==> src/rtl/bus_arbiter_rr8.sv <==
// Round-robin owner arbiter for the TMP8 internal bus: 8 masters, tenure held
// until release, hold-limit timer, and a single turnaround cycle between tenures.
module bus_arbiter_rr8 #(
   parameter int MAX_HOLD = 16,
   parameter int HOLD_W   = 5
) (
   input  logic       clk,
   input  logic       rst_n,
   input  logic [7:0] req,
   input  logic [7:0] done,
   output logic [7:0] grant,
   output logic [2:0] grant_idx,
   output logic       grant_valid,
   output logic       timeout
);

   typedef enum logic [1:0] {IDLE, OWN, GAP} state_t;

   state_t            state, state_nx;
   logic [2:0]        ptr, ptr_nx;
   logic [2:0]        idx_nx;
   logic [HOLD_W-1:0] cnt, cnt_nx;
   logic              valid_nx, timeout_nx;

   logic [2:0]        winner, cand;
   logic              any_req;
   logic              rel_done, rel_drop, rel_limit;

   // Scan from farthest to nearest so the master just after ptr wins;
   // offset 8 wraps to ptr itself, making the last owner lowest priority.
   always_comb begin
      winner  = ptr;
      any_req = 1'b0;
      cand    = ptr;
      for (int k = 8; k >= 1; k--) begin
         cand = ptr + 3'(k);
         if (req[cand]) begin
            winner  = cand;
            any_req = 1'b1;
         end
      end
   end

   assign rel_done  = done[grant_idx];
   assign rel_drop  = ~req[grant_idx];
   assign rel_limit = (cnt == HOLD_W'(MAX_HOLD - 1));

   // NOTE: every output of this block gets a default first, so no path leaves
   // a signal unassigned and no latch is inferred.
   always_comb begin
      state_nx   = state;
      ptr_nx     = ptr;
      idx_nx     = grant_idx;
      valid_nx   = grant_valid;
      cnt_nx     = cnt;
      timeout_nx = 1'b0;
      unique case (state)
         IDLE, GAP: begin
            cnt_nx = '0;
            if (any_req) begin
               state_nx = OWN;
               idx_nx   = winner;
               valid_nx = 1'b1;
            end else begin
               state_nx = IDLE;
               valid_nx = 1'b0;
            end
         end
         OWN: begin
            if (rel_done || rel_drop || rel_limit) begin
               state_nx   = GAP;
               ptr_nx     = grant_idx;
               valid_nx   = 1'b0;
               cnt_nx     = '0;
               // A forced release only counts when the owner had not let go anyway.
               timeout_nx = rel_limit & ~rel_done & ~rel_drop;
            end else begin
               cnt_nx = cnt + HOLD_W'(1);
            end
         end
         default: begin
            state_nx = IDLE;
            valid_nx = 1'b0;
            cnt_nx   = '0;
         end
      endcase
   end

   // NOTE: sequential state uses non-blocking assignments so every register
   // samples the pre-edge values regardless of statement order.
   always_ff @(posedge clk or negedge rst_n) begin
      if (!rst_n) begin
         state       <= IDLE;
         ptr         <= 3'd7;
         cnt         <= '0;
         grant_idx   <= 3'd0;
         grant_valid <= 1'b0;
         timeout     <= 1'b0;
      end else begin
         state       <= state_nx;
         ptr         <= ptr_nx;
         cnt         <= cnt_nx;
         grant_idx   <= idx_nx;
         grant_valid <= valid_nx;
         timeout     <= timeout_nx;
      end
   end

   assign grant = grant_valid ? (8'h01 << grant_idx) : 8'h00;

endmodule

==> config.mk <==
export PLATFORM = sky130hd
export DESIGN_NAME = bus_arbiter_rr8
export DESIGN_NICKNAME = d
export VERILOG_FILES = /design/src/rtl/bus_arbiter_rr8.sv
export SDC_FILE = /design/constraint.sdc
export NUM_CORES = 1
export LEC_CHECK = 0
export BUFFER_PORTS_ARGS = -buffer_cell sky130_fd_sc_hd__buf_2
export CAP_MARGIN = 0
export CELL_PAD_IN_SITES_DETAIL_PLACEMENT = 1
export CELL_PAD_IN_SITES_GLOBAL_PLACEMENT = 1
export CORE_MARGIN = 3
export CORE_UTILIZATION = 30
export DETAILED_ROUTE_END_ITERATION = 16
export PLACE_DENSITY_LB_ADDON = 0.1
export SYNTH_ARGS = -nofsm -noshare
export SYNTH_HDL_FRONTEND = slang
export SYNTH_SLANG_ARGS = --single-unit
==> constraint.sdc <==
create_clock -name clk -period 4 [get_ports clk]
set_clock_uncertainty 0.05 [all_clocks]
set_input_delay 0.6 -clock clk [delete_from_list [all_inputs] [get_ports clk]]
set_output_delay 0.6 -clock clk [all_outputs]
set_load 0.02 [all_outputs]
* Word-level counts from Yosys, hierarchy flattened
Index checks and enable logic that the tools add are counted.
** Word-level totals
- Register bits after elaboration :: 15
- Bits of input ports :: 18
- Output and inout port bits :: 13
- Word-level logic and storage cells :: 84
** Operators by class
- Add/sub/neg operators :: 8
- Magnitude comparators :: 9
- Equal/unequal tests :: 4
- Shifts and indexed selects :: 1
- Multiplexer cells :: 46
- Bitwise logic cells :: 4
- Reductions and logical operators :: 6
** Operator list (number)
- $lt 3x4->1 const B :: 9
- $bmux 1 s3 :: 10
- $mux 1 :: 23
- $mux 3 :: 7
- $add 3x3->3 const B :: 4
- $mux 5 :: 2
- $mux 8 :: 1
- $shl 1x3->8 const A :: 1
- $add 3x2->3 const B :: 2
- $add 5x1->5 const B :: 1
- $eq 5x4->1 const B :: 1
- $pmux 2 s2 :: 1
- $reduce_and 2->1 :: 2
- $add 3x1->3 const B :: 1
- $and 1x1->1 :: 2
- $eq 2x1->1 const B :: 1
- $eq 2x2->1 const B :: 1
- $logic_not 2->1 :: 1
- $logic_or 1x1->1 :: 2
- $mux 2 :: 1
- $ne 2x2->1 const B :: 1
- $not 1->1 :: 2
- $pmux 1 s2 :: 1
- $reduce_or 2->1 :: 1

* Depth between registers and ports, before layout
- Depth after elaboration :: 12
- Gate-level depth with buffers :: 11
- Gate-level depth less buffers :: 8

* Worst setup path before layout
Ideal clock, no wire load.
- Path type :: register to register
- From :: register ptr[0]
- To :: register grant_idx[2]
- Library setup time :: 0.128 ns
- Data arrival time :: 2.783 ns
- Required time :: 3.822 ns
- Setup slack :: 1.040 ns
- Cell stages (with the launch flop) :: 11
- Buffers on the path :: 3
- Period minus slack after synthesis :: 2.960 ns
- Cell sequence :: dfstp_2 > buf_6 > buf_12 > inv_1 > ha_1 > buf_4 > mux4_2 > nor2_1 > mux4_2 > a41o_4 > mux2_1
** Between the ends
- Longest elaborated chain between the ends :: 11
- Elaborated cells on any way between the ends :: 39
- Those cells by class :: add/sub: 7; mux: 31; reduce/logical: 1
** Ends and longest elaborated chain
- start, declared :: line 20 : logic [2:0] ptr, ptr_nx;
- start signal, assigned :: line 101 : ptr <= ptr_nx;
- $add 3x3->3 / $bmux 1 s3 (equally long branches) :: line 36, 37
- $bmux 1 s3 / $mux 1 (equally long branches) :: line 37 : if (req[cand]) begin
- $mux 1 (not written as such) :: line 37
- $mux 1 (7 in series) :: line 37
- $reduce_and 2->1 (no line)
- end signal, assigned :: line 103 : grant_idx <= idx_nx;
- end, declared :: line 12 : output logic [2:0] grant_idx,
Several ways; a longest one is shown, not always the timed one. The select of a mux whose other input is x is not followed.
A chain may end at the register's enable or synchronous reset.

* Worst setup path after layout
- From :: register ptr[1]
- To :: register grant_idx[2]
Same word-level chain as after synthesis.

==> impl_summary.md <==
STA
The worst relative slew slack is 0.477. Adding up every negative setup slack in the final design gives 0 ns. The count of final max-slew check failures is 0. The number of failing setup endpoints in the final timing report is 0. The transition time at the pin with the least slew margin is approximately 0.76 ns. The count of endpoints failing hold in the final timing report is 0. The highest clock rate is 308 MHz. The worst setup margin is 0.749 ns. The tightest hold margin is 0.200 ns. Setup repair after global routing left no endpoint under its margin. The post-route minimum period is 3.25 ns. In the finished design, the share of the clock period the worst path needs comes to 0.813.

Yosys
Averaged over all synthesized cells, the footprint is around 9.2 um^2. The mapped netlist covers 1650 um^2. The number of cells produced by synthesis is 180.

Of all flip-flops after synthesis, the portion carrying an async set or reset was 1.00. The Yosys step of the flow raised 0 warnings. The number of distinct library cells after synthesis is 47.

The synthesized design contains 0 enable-type register cells. The flip-flop and latch count after synthesis is 15. Of the synthesized area, sequential elements account for 0.229.

The number of nets in the synthesized netlist is 202. The most frequently used flop master after synthesis is sky130_fd_sc_hd__dfrtp_1.

Place
Port buffering added 30 buffers. Timing analysis after detailed placement gives a worst setup slack of 0.784 ns. The global placer's final weighted congestion is about 0.94. Summed over all nets, the half-perimeter wirelength after detailed placement is 3860 um.

Floorplan
The die area is 6440 um^2. The standard-cell row count is 26. The total area inside the core boundary comes to 5200 um^2. For this configuration, the core starts out at a cell density of 0.318. Pin placement for this block handled 31 I/O pins.

Measured along the x axis, the die boundary spans 80.3 um. The die span in y is 80.3 um.

GRT
In the global route stage, met2 resource usage came out at 0.287. In the global route stage, met1 resource usage came out at 0.207. The initial antenna violation count is 0.

Across every metal layer, demand over resource in global routing totals 0.163. The number of global-route vias before repair is 1,586. The first-pass GRT wire length is 8190 um. Summed over all layers, the global routing overflow is 0. The global routing usage on met3 is 0.0135. Entering global routing, the biggest net connects 20 pins. The global routing stage identified its most utilized layer as met2.

Worst setup path
Traced cell by cell, the critical path runs through inv_1, ha_1, mux4_2, nor2_1, mux4_2, a41o_4, mux2_1. The count of buffer and inverter cells on the critical path is 1. STA classifies the critical path startpoint as a flip-flop.

The endpoint required time on the critical path is a little over 4 ns. The cell type group with the largest total delay on the critical path is multiplexers. Counting stages on the worst path, the most repeated cell is sky130_fd_sc_hd__mux4_2.

The kind of end point of the critical path is a flip-flop. The signal arrival time at the worst endpoint is 3.32 ns. The category of the most critical setup path is reg -> reg. The cell at the slowest stage of the critical path is sky130_fd_sc_hd__dfstp_2. The delay of the slowest cell on the worst path is 0.73 ns. Setup slack on the worst reg-to-reg path comes out at 0.75 ns. The worst-path maximum fanout is 16.

Layout
Of the cells placed in the final design, the portion with a size suffix greater than 1 is 0.283. The final core area utilization is 0.361. The final layout contains 228 nets. The antenna diode count is 0. The relative area change from synthesis to final layout is 13.5%.

CTS
The clock tree from TritonCTS is built. CTS built an H-tree with a depth of 1. The post-cts hold buffer count is 0. The clock tree buffer depth is 2. At the later pin of the worst-skew pair, clock insertion delay measures roughly 0.24 ns. The clock input transition at the sequential cells of the worst setup and hold paths is ~0.06 ns. The number of clock buffers added by TritonCTS is 3. CTS saw 15 sinks.

Once the clock tree was built, the setup fixing pass inserted 0 buffers. The clock tree root buffer cell is sky130_fd_sc_hd__clkbuf_8. Once the clock tree was built, the resizer swapped 0 gates to a different size.

Flow run
The number of max-cap violations is 0.

Pwr
The overall power after layout is 1.77 mW. Summed over all cells, the static leakage comes to 0.817 nW. VDD sags by at most 385 uV.

The ratio of total power to cell area is ~940 nW/um^2.

Route
After the first detailed-routing iteration, the DRC count stood at 68. In the routed layout, each cell is associated on average with a via count of about 5.4. The overall via count from detail_route is approximately 1,500. For this run, the detailed router's first-pass iteration total came to 4. The number of DRC violations after detailed routing is 0.

For this block, the routed nets add up to about 4900 um of wire. In the final routed layout, each cell accounts on average for 17.9 um. The count of nets left with antenna violations once routing finished came out at 0.

Run status
The flow ran to the end, and the final reports show no timing, DRC or antenna violations.

Worst hold path
The min-delay analysis places its worst path in the category in -> async.
## power by group
group | total [mW] | switching [mW] | internal (mW)
Combinational | 1.31 | 0.740 | 0.572
Clock | 0.118 | 0.0495 | 0.0687
Sequential | 0.336 | 0.118 | 0.218
Total | 1.77 | 0.907 | 0.859
## kinds of logic after synthesis
group,share of synthesized area
flip-flops,0.229
adder cells (fa/ha/maj),0.0303
AO/OA/AOI/OAI,0.160
XOR/XNOR,0.0265
AND/OR/NAND/NOR,0.196
multiplexers,0.289
buffers and inverters,0.0688
## final timing paths
kind                                 to  cells past startpoint   start
hold reg to reg                  cnt[0]                      1  cnt[0]
min in group clk                 cnt[0]                      1  cnt[0]
hold / removal                   cnt[0]                      1   rst_n
setup / recovery           grant_idx[2]                      7  ptr[1]
max in group asynchronous        ptr[2]                      1   rst_n
setup reg to reg           grant_idx[2]                      7  ptr[1]
## layout by cell type, fill, tap and decap left out, types with 2 or more instances in the layout
cell,instances
sky130_fd_sc_hd__buf_2,30
sky130_fd_sc_hd__nor2_1,22
sky130_fd_sc_hd__nand2_1,13
sky130_fd_sc_hd__mux2i_1,13
sky130_fd_sc_hd__dfrtp_1,12
sky130_fd_sc_hd__inv_1,11
sky130_fd_sc_hd__mux4_2,9
sky130_fd_sc_hd__nand3_1,8
sky130_fd_sc_hd__nand2b_1,7
sky130_fd_sc_hd__a21oi_1,6
sky130_fd_sc_hd__mux2_2,6
sky130_fd_sc_hd__nor3_1,5
sky130_fd_sc_hd__o21ai_0,5
sky130_fd_sc_hd__nor2b_1,4
sky130_fd_sc_hd__ha_1,4
sky130_fd_sc_hd__and3_1,3
sky130_fd_sc_hd__nor3b_1,3
sky130_fd_sc_hd__a31oi_1,3
sky130_fd_sc_hd__o32a_1,3
sky130_fd_sc_hd__xnor2_1,3
sky130_fd_sc_hd__clkbuf_8,3
sky130_fd_sc_hd__dfstp_2,3
sky130_fd_sc_hd__xor2_1,2
sky130_fd_sc_hd__mux4_1,2
sky130_fd_sc_hd__o211ai_1,2
sky130_fd_sc_hd__o31ai_1,2
sky130_fd_sc_hd__a211oi_1,2
sky130_fd_sc_hd__o22ai_1,2
## final cells by class
class                   instances  area [um^2]
clock buffers                   3         41.3
clock inverters                 1         5.00
fillers                       632         3330
inverters                      12         45.0
multi-input cells             143         1160
flip-flops and latches         15          379
well taps                      70         87.6
repair buffers                 31          158
## flip-flops by register name, indices dropped and copies added (netlist names)
signal,cells
cnt,5
grant_idx,3
ptr,3
state,2
grant_valid,1
timeout,1
## per-layer routing
layer  vias up  wire length [um]
li1        722                 -
met1       727              2330
met2        25              2450
met3         8                69
met4         0                78
met5         -                 0
## worst register-to-register path, delay by kind of cell, from the launching register on
family	cells	cell delay, ns
adders and majority gates	1	0.53
AOI/OAI and AO/OA	1	0.26
DFF	1	0.73
muxes	3	1.21
and+or+nand+nor	1	0.14
buffers and inverters	1	0.21
## Yosys cell counts (3+ instances only)
master                      n  area share
sky130_fd_sc_hd__inv_1     11       0.025
sky130_fd_sc_hd__dfrtp_1   12        0.18
sky130_fd_sc_hd__nand2b_1   7       0.026
sky130_fd_sc_hd__ha_1       4       0.030
sky130_fd_sc_hd__o21ai_0    5       0.015
sky130_fd_sc_hd__nor2_1    22       0.050
sky130_fd_sc_hd__xnor2_1    3       0.016
sky130_fd_sc_hd__and3_1     3       0.011
sky130_fd_sc_hd__nor3_1     5       0.015
sky130_fd_sc_hd__o32a_1     3       0.018
sky130_fd_sc_hd__buf_2      3      0.0091
sky130_fd_sc_hd__nor2b_1    4       0.015
sky130_fd_sc_hd__clkbuf_1   3      0.0068
sky130_fd_sc_hd__mux2i_1   13       0.079
sky130_fd_sc_hd__dfstp_2    3       0.048
sky130_fd_sc_hd__nand2_1   13       0.030
sky130_fd_sc_hd__a31oi_1    3       0.011
sky130_fd_sc_hd__nand3_1    8       0.024
sky130_fd_sc_hd__nor3b_1    3       0.014
sky130_fd_sc_hd__mux2_2     6       0.041
sky130_fd_sc_hd__mux4_2     9        0.12
sky130_fd_sc_hd__a21oi_1    6       0.018
## per-stage QoR
stage          cell area, um^2  std cells
2_1_floorplan             1650        180
3_5_place_dp              1830        271
5_1_grt                   1880        275
4_1_cts                   1880        275
3_3_place_gp              1830        271
6_report                  1880        275
No activity file was read; power rests on OpenSTA's default activity.
